--- src/rtl/selftrigger_channel_arbiter_if.sv ---
// Readout request handshake between the self-trigger arbiter and the record builder.
// req_ts is present only when SELFTRIG_TIMESTAMP_EN is defined.
interface selftrigger_channel_arbiter_if #(
    parameter int NUM_CH = 8
`ifdef SELFTRIG_TIMESTAMP_EN
    ,parameter int TS_W = 64
`endif
);
    localparam int CH_W = $clog2(NUM_CH);

    logic            req_valid;
    logic            req_ready;
    logic [CH_W-1:0] req_ch;
`ifdef SELFTRIG_TIMESTAMP_EN
    logic [TS_W-1:0] req_ts;

    modport master (output req_valid, output req_ch, output req_ts, input req_ready);
    modport slave  (input req_valid, input req_ch, input req_ts, output req_ready);
`else
    modport master (output req_valid, output req_ch, input req_ready);
    modport slave  (input req_valid, input req_ch, output req_ready);
`endif
endinterface

--- src/rtl/selftrigger_channel_arbiter.sv ---
// Serialises CFD self-trigger edges from NUM_CH channels into one round-robin readout request stream.
// Optional: define SELFTRIG_TIMESTAMP_EN to latch and forward a per-trigger timestamp (req_ts).

module selftrigger_channel #(
    parameter int HOLDOFF = 512
`ifdef SELFTRIG_TIMESTAMP_EN
    ,parameter int TS_W = 64
`endif
) (
    input  logic            clk,
    input  logic            reset,
    input  logic            trig_edge,
    input  logic            capture_en,
    input  logic            ch_en,
    input  logic            grant,
    input  logic            accept,
`ifdef SELFTRIG_TIMESTAMP_EN
    input  logic [TS_W-1:0] timestamp,
    output logic [TS_W-1:0] ts_q,
`endif
    output logic            pending,
    output logic            busy,
    output logic            drop
);
    localparam int HO_W = (HOLDOFF > 1) ? $clog2(HOLDOFF + 1) : 1;

    typedef enum logic [1:0] {ST_IDLE, ST_PENDING, ST_GRANTED, ST_HOLDOFF} state_t;
    state_t          state, state_nxt;
    logic [HO_W-1:0] hold_cnt;

    always_ff @(posedge clk) begin
        if (reset) begin
            state    <= ST_IDLE;
            hold_cnt <= '0;
        end else begin
            state <= state_nxt;
            if (state == ST_GRANTED && accept)
                hold_cnt <= HO_W'(HOLDOFF);
            else if (state == ST_HOLDOFF)
                hold_cnt <= hold_cnt - HO_W'(1);
        end
    end

    // Holdoff leaves on the cycle the count would reach zero, giving exactly HOLDOFF busy cycles.
    always_comb begin
        state_nxt = state;
        unique case (state)
            ST_IDLE:    if (trig_edge && capture_en) state_nxt = ST_PENDING;
            ST_PENDING: if (!ch_en) state_nxt = ST_IDLE;
                        else if (grant) state_nxt = ST_GRANTED;
            ST_GRANTED: if (accept) state_nxt = (HOLDOFF == 0) ? ST_IDLE : ST_HOLDOFF;
            ST_HOLDOFF: if (hold_cnt <= HO_W'(1)) state_nxt = ST_IDLE;
            default:    state_nxt = ST_IDLE;
        endcase
    end

    always_comb begin
        pending = (state == ST_PENDING) && ch_en;
        busy    = (state != ST_IDLE);
        drop    = trig_edge && (state == ST_PENDING || state == ST_GRANTED);
    end

`ifdef SELFTRIG_TIMESTAMP_EN
    always_ff @(posedge clk) begin
        if (reset)
            ts_q <= '0;
        else if (state == ST_IDLE && state_nxt == ST_PENDING)
            ts_q <= timestamp;
    end
`endif
endmodule

module selftrigger_channel_arbiter #(
    parameter int NUM_CH  = 8,
    parameter int HOLDOFF = 512,
    parameter int CNT_W   = 16
`ifdef SELFTRIG_TIMESTAMP_EN
    ,parameter int TS_W   = 64
`endif
) (
    input  logic                         clk,
    input  logic                         reset,
    input  logic                         enable,
    input  logic [NUM_CH-1:0]            ch_enable,
    input  logic [NUM_CH-1:0]            trig_in,
    selftrigger_channel_arbiter_if.master req,
    output logic [NUM_CH-1:0]            busy,
    output logic [CNT_W-1:0]             overflow_count,
    input  logic                         clr_count
`ifdef SELFTRIG_TIMESTAMP_EN
    ,input logic [TS_W-1:0]              timestamp
`endif
);
    localparam int CH_W   = $clog2(NUM_CH);
    localparam int DROP_W = $clog2(NUM_CH + 1);
    localparam int SUM_W  = CNT_W + DROP_W;

    logic [NUM_CH-1:0] trig_q, trig_q2, trig_edge;
    logic [NUM_CH-1:0] pending, drop, grant, accept;
    logic [CH_W-1:0]   last_grant, sel, idx;
    logic              sel_found, accept_any, load_ok;
    logic [DROP_W-1:0] drop_n;
    logic [SUM_W-1:0]  cnt_sum;
`ifdef SELFTRIG_TIMESTAMP_EN
    logic [NUM_CH-1:0][TS_W-1:0] ch_ts;
`endif

    always_ff @(posedge clk) begin
        if (reset) begin
            trig_q  <= '0;
            trig_q2 <= '0;
        end else begin
            trig_q  <= trig_in;
            trig_q2 <= trig_q;
        end
    end
    assign trig_edge = trig_q & ~trig_q2;

    assign accept_any = req.req_valid && req.req_ready;
    // Reload on the accept cycle too so back-to-back requests have no bubble.
    assign load_ok    = !req.req_valid || req.req_ready;

    for (genvar i = 0; i < NUM_CH; i++) begin : g_ch
        assign grant[i]  = load_ok && sel_found && (sel == CH_W'(i));
        assign accept[i] = accept_any && (req.req_ch == CH_W'(i));

        selftrigger_channel #(
            .HOLDOFF (HOLDOFF)
`ifdef SELFTRIG_TIMESTAMP_EN
            ,.TS_W   (TS_W)
`endif
        ) u_ch (
            .clk        (clk),
            .reset      (reset),
            .trig_edge  (trig_edge[i]),
            .capture_en (enable && ch_enable[i]),
            .ch_en      (ch_enable[i]),
            .grant      (grant[i]),
            .accept     (accept[i]),
`ifdef SELFTRIG_TIMESTAMP_EN
            .timestamp  (timestamp),
            .ts_q       (ch_ts[i]),
`endif
            .pending    (pending[i]),
            .busy       (busy[i]),
            .drop       (drop[i])
        );
    end

    // Round-robin: first pending channel after the last one granted, wrapping.
    always_comb begin
        sel_found = 1'b0;
        sel       = '0;
        idx       = '0;
        for (int k = 1; k <= NUM_CH; k++) begin
            idx = CH_W'((int'(last_grant) + k) % NUM_CH);
            if (!sel_found && pending[idx]) begin
                sel_found = 1'b1;
                sel       = idx;
            end
        end
    end

    always_ff @(posedge clk) begin
        if (reset) begin
            req.req_valid <= 1'b0;
            req.req_ch    <= '0;
            last_grant    <= CH_W'(NUM_CH - 1);
`ifdef SELFTRIG_TIMESTAMP_EN
            req.req_ts    <= '0;
`endif
        end else if (load_ok) begin
            if (sel_found) begin
                req.req_valid <= 1'b1;
                req.req_ch    <= sel;
                last_grant    <= sel;
`ifdef SELFTRIG_TIMESTAMP_EN
                req.req_ts    <= ch_ts[sel];
`endif
            end else begin
                req.req_valid <= 1'b0;
            end
        end
    end

    always_comb begin
        drop_n = '0;
        for (int i = 0; i < NUM_CH; i++)
            drop_n = drop_n + DROP_W'(drop[i]);
    end
    assign cnt_sum = SUM_W'(overflow_count) + SUM_W'(drop_n);

    always_ff @(posedge clk) begin
        if (reset || clr_count)
            overflow_count <= '0;
        else if (cnt_sum[SUM_W-1:CNT_W] != '0)
            overflow_count <= '1;
        else
            overflow_count <= cnt_sum[CNT_W-1:0];
    end
endmodule
--- src/flat_wrapper.sv ---
// flat-port wrapper written by rule: the top's interface ports become plain ports
module selftrigger_channel_arbiter_flat 
#(
    parameter int NUM_CH  = 8,
    parameter int HOLDOFF = 512,
    parameter int CNT_W   = 16

)
  (clk, reset, enable, ch_enable, trig_in, busy, overflow_count, clr_count, req_req_valid, req_req_ch, req_req_ready);
  selftrigger_channel_arbiter_if #(.NUM_CH(NUM_CH)) req_i ();
  input  logic clk;
  input  logic reset;
  input  logic enable;
  input  logic [NUM_CH-1:0] ch_enable;
  input  logic [NUM_CH-1:0] trig_in;
  output logic [NUM_CH-1:0] busy;
  output logic [CNT_W-1:0] overflow_count;
  input  logic clr_count;
  output wire logic [$bits(req_i.req_valid)-1:0] req_req_valid;
  output wire logic [$bits(req_i.req_ch)-1:0] req_req_ch;
  input wire logic [$bits(req_i.req_ready)-1:0] req_req_ready;
  assign req_req_valid = req_i.req_valid;
  assign req_req_ch = req_i.req_ch;
  assign req_i.req_ready = req_req_ready;
  selftrigger_channel_arbiter #(.NUM_CH(NUM_CH), .HOLDOFF(HOLDOFF), .CNT_W(CNT_W)) u_core (.clk(clk), .reset(reset), .enable(enable), .ch_enable(ch_enable), .trig_in(trig_in), .req(req_i), .busy(busy), .overflow_count(overflow_count), .clr_count(clr_count));
endmodule
--- config.mk ---
export PLATFORM = sky130hd
export DESIGN_NAME = selftrigger_channel_arbiter_flat
export DESIGN_NICKNAME = d
export VERILOG_FILES = /design/src/rtl/selftrigger_channel_arbiter_if.sv /design/src/rtl/selftrigger_channel_arbiter.sv /design/src/flat_wrapper.sv
export SDC_FILE = /design/constraint.sdc
export NUM_CORES = 1
export LEC_CHECK = 0
export ABC_AREA = 1
export CORE_ASPECT_RATIO = 1.75
export CORE_MARGIN = 1
export CORE_UTILIZATION = 45
export CTS_BUF_LIST = sky130_fd_sc_hd__clkbuf_4
export DETAILED_ROUTE_END_ITERATION = 6
export DONT_BUFFER_PORTS = 1
export PLACE_DENSITY = 0.58
export SKIP_LAST_GASP = 1
export SLEW_MARGIN = 20
export SYNTH_ARGS = -nofsm -noshare
export SYNTH_HDL_FRONTEND = slang
export SYNTH_SLANG_ARGS = --single-unit
--- constraint.sdc ---
create_clock -name clk -period 5.5 [get_ports clk]
set_input_delay 1.1 -clock clk [delete_from_list [all_inputs] [get_ports clk]]
set_output_delay 1.1 -clock clk [all_outputs]
set_load 0.1 [all_outputs]
; ---- Word level (Yosys, flattened, before mapping)
; Index checks and enable logic that the tools add are counted.
[word_totals]
register_bits = 135
latchBits = 0
ramBits = 0
romBits = 0
out_inout_bits = 28
word_cells = 367
n_memories = 0
[op_classes]
n_addsub = 24
mul = 0
div_mod_pow = 0
order_cmp = 16
eq_ne = 70
n_shift = 0
mux = 98
bitwise = 2
reduce_logical = 127
[ops]
columns = op, count
row1 = $mux W10, 16
row2 = $le A10 B1 Y1 const B, 8
row3 = $mux W2, 40
row4 = $sub A10 B1 Y10 const B, 8
row5 = $logic_and A1 B1 Y1, 65
row6 = $pmux W2 S4, 8
row7 = $eq A2 B2 Y1 const B, 16
row8 = $lt A3 B4 Y1 const B, 8
row9 = $ne A2 B2 Y1 const B, 16
row10 = $reduce_and A4 Y1, 8
row11 = $reduce_bool A2 Y1, 16
row12 = $add A4 B1 Y4, 6
row13 = $bmux W1 S3, 8
row14 = $eq A3 B3 Y1 const B, 8
row15 = $mux W3, 8
row16 = $ne A3 B3 Y1 const B, 8
row17 = $add A16 B4 Y17, 1
row18 = $mux W1, 17
row19 = $eq A2 B1 Y1 const B, 8
row20 = $logic_not A2 Y1, 8
row21 = $mux W16, 1
row22 = $ne A2 B1 Y1 const B, 8
row23 = $reduce_or A2 Y1, 8
row24 = $add A3 B3 Y3 const B, 4
row25 = 12 further kinds, 35

; ---- Longest topological paths before layout
; Gate-level depths: netlist of the first run.
[depth]
ltp_word = 31
mapped_depth = 26
ltp_nobuf = 26

; ---- Cells and area by module
; From an unflattened synthesis of the first run, not the netlist that was laid out.
[unflattened]
hier_cells = 1201
hier_area_um2 = 8444.3
[by_module_without_submodules]
columns = module, n_inst, cells_each, area_each_um2, seq_area_each_um2
row1 = selftrigger_channel, 8, 101, 726.9, 240.2
row2 = selftrigger_channel_arbiter, 1, 393, 2628.8, 780.7

; ---- Least setup slack after synthesis of the first run
; No wires, ideal clock.
[synth_timing]
path_kind = register to register
start = reg u_core.g_ch[1].u_ch.state[0]
end = reg u_core.overflow_count[14]
setup_time_ps = 57
t_arrival_ps = 5302
path_slack_ps = 141
path_stages_with_launch = 26
n_path_buf = 0
synth_period_minus_slack_ps = 5359
path_cell_list = dfxtp_1 inv_1 ha_1 nor3b_1 ha_1 inv_1 fa_1 inv_1 fa_1 fa_1 inv_1 fa_1 fa_1 nand3b_1 and2_1 inv_1 nand3_1 nand3b_1 nor2_1 inv_1 nor2_1 nand3_1 or2_2 nand3_1 nand2_1 inv_1
[synth_via]
elab_chain_len = 13
[synth_lines]
columns = item, line
row1 = from (decl), selftrigger_channel_arbiter.sv:28  ; state_t state, state_nxt;
row2 = from (signal assigned), selftrigger_channel_arbiter.sv:36  ; state <= state_nxt;
row3 = $eq A2 B1 Y1 or $eq A2 B2 Y1 (tied branches), selftrigger_channel_arbiter.sv:60  ; drop = trig_edge && (state == ST_PENDING || state == ST_GRANTED);
row4 = $logic_or A1 B1 Y1 (*), selftrigger_channel_arbiter.sv:60
row5 = $logic_and A1 B1 Y1 (*), selftrigger_channel_arbiter.sv:60
row6 = $add A1 B1 Y2 (*), selftrigger_channel_arbiter.sv:189  ; drop_n = drop_n + DROP_W'(drop[i]);
row7 = $add A4 B1 Y4 (*) (6 in a row), selftrigger_channel_arbiter.sv:189
row8 = $add A16 B4 Y17 (*), selftrigger_channel_arbiter.sv:191  ; assign cnt_sum = SUM_W'(overflow_count) + SUM_W'(drop_n);
row9 = $reduce_bool A4 Y1, selftrigger_channel_arbiter.sv:196  ; else if (cnt_sum[SUM_W-1:CNT_W] != '0)
row10 = $mux W16 (*), selftrigger_channel_arbiter.sv:196
row11 = to (signal assigned), selftrigger_channel_arbiter.sv:199  ; overflow_count <= cnt_sum[CNT_W-1:0];
row12 = to (decl), selftrigger_channel_arbiter.sv:88  ; output logic [CNT_W-1:0] overflow_count,
; Mark *: on every way between the ends. The rest lies on a longest branch, timed or not.
; A chain may end at the register's enable or synchronous reset.

; ---- Worst setup path in the final report of the first run
[layout_timing]
start = reg u_core.g_ch[0].u_ch.state[0]
end = reg u_core.overflow_count[14]
[layout_via]
elab_chain_len = 13
[layout_lines]
columns = item, line
row1 = from (decl), selftrigger_channel_arbiter.sv:28
row2 = from (signal assigned), selftrigger_channel_arbiter.sv:36
row3 = $eq A2 B1 Y1 or $eq A2 B2 Y1 (tied branches), selftrigger_channel_arbiter.sv:60
row4 = $logic_or A1 B1 Y1 (*), selftrigger_channel_arbiter.sv:60
row5 = $logic_and A1 B1 Y1 (*), selftrigger_channel_arbiter.sv:60
row6 = $add A1 B1 Y2 (*), selftrigger_channel_arbiter.sv:189
row7 = $add A4 B1 Y4 (*) (6 in a row), selftrigger_channel_arbiter.sv:189
row8 = $add A16 B4 Y17 (*), selftrigger_channel_arbiter.sv:191
row9 = $reduce_bool A4 Y1, selftrigger_channel_arbiter.sv:196
row10 = $mux W16 (*), selftrigger_channel_arbiter.sv:196
; Marked as above.

==> summary.txt, run 1 <==
Status
  – Status: completed

Timing
  – Setup TNS: 0 ns
  – Min cycle time layout: 5.22 ns
  – Clock skew: 0.0234 ns
  – Setup-failing EPs final: 0
  – RSZ-0062 raised after global routing: false
  – Slew margin rel.: 25.1%
  – Slew Limit Fails: 0
  – Final worst-path cycle share: 94.8%
  – Highest clock rate: 192 MHz
  – Worst slew pin tran: 1.12 ns
  – Hold Vio Cnt, Final: 0

Synth
  – Yosys cell types: 49
  – Sequential area share after synthesis: 33.1%
  – Synth area leaders: dfxtp_1 (33%), ha_1 (10%), nand2_1 (8.7%)
  – Ys Warns: 0
  – Area leader, netlist: dfxtp_1
  – Ys flop type: dfxtp_1
  – Mapped Area: 8170 um^2
  – Syn Nets: 1225
  – Post-Syn Area per Cell: 7.21 um^2
  – Fraction of registers with async set or reset after synthesis: 0%
  – Post-Syn Instances: 1134
  – #FFs+latches synth: 135
  – Top cell type's share of synthesized area: 33.1%
  – Post-synth EDFFs: 0

Global routing
  – First-pass GRT wire length: 30600 um
  – Gr usage total: 20.5%
  – Largest net degree at the start of global routing: 33
  – Initial antenna violation count: 1
  – Vias in the first global route: 6689
  – Grt ovf: 0

Worst setup path
  – Worst EP arrival: 5.76 ns
  – RR Endpoint: u_core.overflow_count[14]
  – CP Launch Type: flip-flop
  – Type of the worst setup path: reg -> reg
  – Reg-to-reg slack, setup: 0.28 ns
  – Crit path largest cell delay: 0.53 ns
  – Crit path required time: 6.04 ns
  – Reg2reg start: u_core.g_ch[0].u_ch.state[0]
  – Crit-path slowest cell: fa_1
  – Largest fanout on the critical path: 4
  – CP endpoint kind: flip-flop
  – Crit path top cell by count: inv_1
  – FF-to-FF path depth: 25

Clock tree
  – Post_cts resized: 0
  – Worst-Skew Late Latency: 0.59 ns
  – Num CTS Buffers: 17
  – Htree depth: 4
  – Clock-pin slew on the worst setup and hold paths: 0.14 ns
  – Cts-stage hold buffer count: 0
  – CTS tree: yes
  – Clock Tree Root: clkbuf_4
  – Post-CTS setup repair buffer count: 0
  – Max clock buf depth: 2
  – Clock sinks: 135

Route
  – Total wire length: 18300 um
  – TritonRoute pass-1 iters: 4
  – DRT iter0 DRCs: 291
  – Routed len/inst: 13.2 um
  – DRC: 0
  – Vias: 6949
  – Vias per cell: 5.01
  – Post-route ant nets: 0

Placed design
  – IO Port Bufs: 0
  – Dpl cells: 1353
  – Final GP Congestion: 0.851
  – Dpl hpwl: 14200 um

Floorplan
  – IO Pins: 49
  – Die height: 180 um
  – Width of the die: 104 um
  – DIE AREA: 18700 um^2
  – Row cnt: 64
  – Core area: 17600 um^2
  – Initial core utilization: 46.4%

Min path
  – HP Start: u_core.trig_q[2]
  – Worst hold path cell count: 2
  – HP Class: reg -> reg
  – Hold endpoint: u_core.trig_q2[2]

Pwr
  – PwrDens: 493 nW/um^2
  – Peak VDD IR: 0.200 mV
  – Leakage: 0.00393 uW

Cells and area
  – Area Overhead vs Synth: 6.51%
  – Share of cells above drive strength 1: 9.36%
  – Fill cell count: 1827
  – NumNets Final: 1232
  – Final Non-Filler Cells: 1386

Flow run
  – # Max-Cap Violations: 0
## cell usage in the layout, fill, tap and decap left out, types with 10 or more instances in the layout
master,n
o21ai_0,17
nor3_1,26
nand4_1,23
nand3_2,10
nand2_1,189
xnor2_1,24
dfxtp_1,133
or2_2,20
ha_1,65
inv_1,165
a21oi_1,65
nand3_1,94
nor2_1,174
clkbuf_4,17
xor2_1,27
## how the worst max path moves through the flow
stage | startpoint | endpoint | slack, ns | cells past startpoint
finish | u_core.g_ch[0].u_ch.state[0] | u_core.overflow_count[14] | 0.28 | 25
detailed placement | u_core.g_ch[0].u_ch.state[0] | u_core.overflow_count[14] | 0.04 | 25
global placement | u_core.g_ch[1].u_ch.state[0] | u_core.overflow_count[14] | 0.10 | 25
CTS | u_core.g_ch[0].u_ch.state[0] | u_core.overflow_count[14] | 0.02 | 25
floorplan | u_core.g_ch[1].u_ch.state[0] | u_core.overflow_count[14] | 0.14 | 25
global route | u_core.g_ch[0].u_ch.state[0] | u_core.overflow_count[14] | 0.01 | 25
## flip-flops by register name, indices dropped and copies added, names as in the netlist, named ones only
signal	cells
u_core.g_ch.u_ch.hold_cnt	80
u_core.g_ch.u_ch.state	8
u_core.last_grant	3
u_core.overflow_count	16
u_core.req.req_ch	3
u_core.req.req_valid	1
u_core.trig_q	8
u_core.trig_q2	8
## Yosys cell counts, types with 6 or more instances
cell and count:
nand4_1 23, xor2_1 27, inv_1 166, nor3b_1 8
nor2_1 176, dfxtp_1 135, a21oi_1 65, nand3_2 9
nor3_1 26, a221oi_1 6, nand2_2 9, or2_2 21
buf_4 8, ha_1 65, xnor2_1 24, o21ai_0 17
nand3_1 95, nand2_1 189
## where the power goes
part | internal, uW | leakage, uW | switching, uW | total, uW
Clock | 316 | 0.000152 | 401 | 717
Sequential | 1070 | 0.00110 | 213 | 1280
Combinational | 666 | 0.00268 | 1630 | 2290
Total | 2050 | 0.00393 | 2240 | 4290
## layer usage
metal,up-vias,GRT usage [%],routed length [um]
li1,3628,-,-
met1,3195,19.6,7130
met2,97,39.8,9860
met3,29,6.18,897
met4,0,8.51,431
met5,-,0,0
## worst max-delay path: cells and delay by family (launching register included)
kind | cells | cell delay (ns)
buffers and inverters | 7 | 0.42
adder cells (fa/ha/maj) | 7 | 2.74
AND/OR/NAND/NOR | 11 | 1.67
flip-flops | 1 | 0.34
## area by class of cell
cell class	count	area (um^2)	area share (%)
multi-input combinational	807	4690	53.8
inverter	171	649	7.46
antenna	1	2.50	0.0287
timing repair buffer	9	67.6	0.776
clock inverter	15	178	2.04
clock buffer	17	128	1.47
tap	231	289	3.32
sequential	135	2710	31.1
## cells by family (layout without fill, tap and decap cells)
family	after synthesis	after routing	share of synthesized area (%)
buffers and inverters	192	212	9.81
adders and majority gates	70	70	11.2
AOI/OAI and AO/OA	102	102	6.97
other	0	1	0
DFF	135	135	33.1
and+or+nand+nor	581	581	32.9
xor gates and xnor gates	54	54	6.06
## stage by stage
stage	hold WS (ns)	utilization (%)	instance area [um^2]	setup slack (ns)	power (uW)
6_report	0.441	49.4	8700	0.284	4290
5_1_grt	0.456	49.4	8700	0.0125	4600
4_1_cts	0.444	49.3	8680	0.0187	4310
3_5_place_dp	0.422	47.5	8380	0.0401	3580
3_3_place_gp	0.424	47.5	8380	0.100	3580
2_1_floorplan	0.411	-	8170	0.141	3190
No activity file was read; power rests on OpenSTA's default activity.
==> run 2, diff against run 1 <==
--- a/config.mk
+++ b/config.mk
@@ -12,7 +12,8 @@
 export CTS_BUF_LIST = sky130_fd_sc_hd__clkbuf_4
 export DETAILED_ROUTE_END_ITERATION = 6
 export DONT_BUFFER_PORTS = 1
-export PLACE_DENSITY = 0.58
+export PLACE_DENSITY_LB_ADDON = 0.2
+export SETUP_SLACK_MARGIN = 0.02
 export SKIP_LAST_GASP = 1
 export SLEW_MARGIN = 20
 export SYNTH_ARGS = -nofsm -noshare
==> run 2 against run 1 <==
  * Setup slack improved by 0.027 ns
  * Die area unchanged
  * Maximum frequency grew 0.52%
  * Combinational power barely moved
  * Clock power down 7.9%
  * Cell area is essentially flat
  * Clock-buffer cell count grew 2
  * Wire length down 1.3%
  * First-iteration DRC count is 4.8% lower
  * Critical path depth unchanged
  * Cell count increased by 0.29%
  * Sequential share of layout area about the same
  * Critical endpoint unchanged
  * Highest routed layer unchanged
==> summary.txt, run 2 (synthesis gave the netlist of run 1 again) <==
Status
  – Status: completed

Floorplan
  – Die height: 180 um
  – Width of the die: 104 um
  – Row cnt: 64
  – IO Pins: 49
  – Core area: 17600 um^2
  – DIE AREA: 18700 um^2
  – Initial core utilization: 46.4%

Cells and area
  – NumNets Final: 1236
  – Fill cell count: 1834
  – Share of cells above drive strength 1: 9.76%
  – Commonest non-fill, non-tap cell in the layout: nand2_1
  – Max FFs per register: 80
  – Top flop regs: u_core.g_ch.u_ch.hold_cnt (80), u_core.overflow_count (16)
  – Largest Register: u_core.g_ch.u_ch.hold_cnt
  – Most frequent cells in the layout: nand2_1 (189), nor2_1 (175), inv_1 (166)
  – Area Overhead vs Synth: 6.57%

Global routing
  – Initial antenna violation count: 1
  – Largest net degree at the start of global routing: 33
  – Vias in the first global route: 6927
  – Gr usage total: 20.3%
  – Grt ovf: 0
  – First-pass GRT wire length: 30600 um

Timing
  – Hold Vio Cnt, Final: 0
  – Slew Limit Fails: 0
  – Highest clock rate: 193 MHz
  – Worst slew pin tran: 1.09 ns
  – Slew margin rel.: 27.5%
  – Setup TNS: 0 ns
  – Min cycle time layout: 5.19 ns
  – Clock skew: 0.0215 ns
  – RSZ-0062 raised after global routing: false
  – Setup-failing EPs final: 0
  – Final worst-path cycle share: 94.4%
  – Worst Hold Slack: 0.447 ns

Route
  – Vias: 6924
  – Vias per cell: 4.98
  – TritonRoute pass-1 iters: 5
  – Total wire length: 18100 um
  – Post-route ant nets: 0
  – DRC: 0
  – DRT iter0 DRCs: 277
  – Routed len/inst: 13.0 um

Pwr
  – Peak VDD IR: 0.188 mV
  – Tot Pwr: 4230 uW
  – Leakage: 0.00394 uW
  – PwrDens: 485 nW/um^2

Worst setup path
  – Reg2reg start: u_core.g_ch[1].u_ch.state[0]
  – Crit path to: u_core.overflow_count[14]
  – Largest fanout on the critical path: 3
  – Reg-to-reg slack, setup: 0.31 ns
  – FF-to-FF path depth: 25
  – CP endpoint kind: flip-flop
  – Worst EP arrival: 5.73 ns
  – RR Endpoint: u_core.overflow_count[14]
  – CP Launch Type: flip-flop
  – Crit path required time: 6.04 ns
  – Launch point of the worst path: u_core.g_ch[1].u_ch.state[0]
  – Type of the worst setup path: reg -> reg

Clock tree
  – Max clock buf depth: 2
  – Htree depth: 4
  – Num CTS Buffers: 17
  – Clock Tree Root: clkbuf_4
  – CTS tree: yes
  – Worst-Skew Late Latency: 0.58 ns
  – Clock-pin slew on the worst setup and hold paths: 0.13 ns
  – Clock sinks: 135

Placed design
  – Dpl hpwl: 13900 um
  – IO Port Bufs: 0
  – Final GP Congestion: 0.855

Min path
  – HP Class: reg -> reg

Flow run
  – # Max-Cap Violations: 0
run 2: cell count changes in the layout (fill, tap and decap cells not counted), moves of 2 or more:
cell	delta
buf_4	+4
clkbuf_4	+2
clkinv_2	+2
dfxtp_1	-2
dfxtp_2	+2
inv_6	-2
run 2: per-stage QoR:
step                      setup WS [ns]  utilization, %  area (um^2)  std cells
after floorplan                   0.141               -         8170       1134
after global placement            0.113            47.5         8380       1353
after detailed placement         0.0169            47.5         8380       1353
after CTS                        0.0675            49.2         8670       1387
after global routing             0.0134            49.4         8710       1390
final                             0.311            49.4         8710       1390
run 2: power breakdown:
group / total [uW] / switching [uW] / internal, uW
sequential: 1280 / 208 / 1070
combinational: 2290 / 1620 / 669
clock: 660 / 385 / 276
run 2: per-layer routing:
layer	global-route usage (%)	part of all wire, %
met1	19.9	40
met2	38.7	53
met3	5.75	4.7
met4	9.31	2.9
met5	0	0
run 2: how the worst min path moves through the flow:
stage | startpoint | end | slack [ns] | cells after the start
6_report | u_core.trig_q[5] | u_core.trig_q2[5] | 0.45 | 2
5_1_grt | u_core.trig_q[5] | u_core.trig_q2[5] | 0.48 | 2
4_1_cts | u_core.trig_q[5] | u_core.trig_q2[5] | 0.45 | 2
3_5_place_dp | u_core.trig_q[5] | u_core.trig_q2[5] | 0.43 | 2
3_3_place_gp | u_core.trig_q[5] | u_core.trig_q2[5] | 0.43 | 2
2_1_floorplan | u_core.trig_q[5] | u_core.trig_q2[5] | 0.41 | 2
run 2: worst max-delay path, cell delays in order, from the launching register on:
cell,delay [ns]
dfxtp_2,0.34
inv_1,0.07
ha_1,0.28
nor3b_2,0.16
ha_1,0.27
inv_1,0.05
fa_1,0.53
inv_1,0.06
fa_1,0.48
fa_2,0.37
inv_1,0.08
fa_1,0.45
fa_2,0.35
nand3b_1,0.15
and2_1,0.18
inv_1,0.05
nand3_1,0.08
nand3b_1,0.27
nor2_2,0.18
inv_1,0.07
nor2_1,0.12
nand3_1,0.10
or2_4,0.28
nand3_1,0.07
nand2_1,0.05
inv_1,0.06
run 2: what timing repair did:
action,in CTS,in global routing
pin swaps,1,6
hold buffers,0,0
buffers inserted,2,2
resized for setup,1,10
gates cloned,0,0
setup endpoints to repair,1,12
run 2: layout make-up:
type / count / area (um^2) / area share [%]
clock inverter: 13 / 131 / 1.51
clock buffer: 19 / 143 / 1.64
timing repair buffer: 13 / 97.6 / 1.12
antenna: 1 / 2.50 / 0.0287
tap: 231 / 289 / 3.32
multi-input combinational: 807 / 4690 / 53.8
inverter: 171 / 649 / 7.46
sequential: 135 / 2710 / 31.1
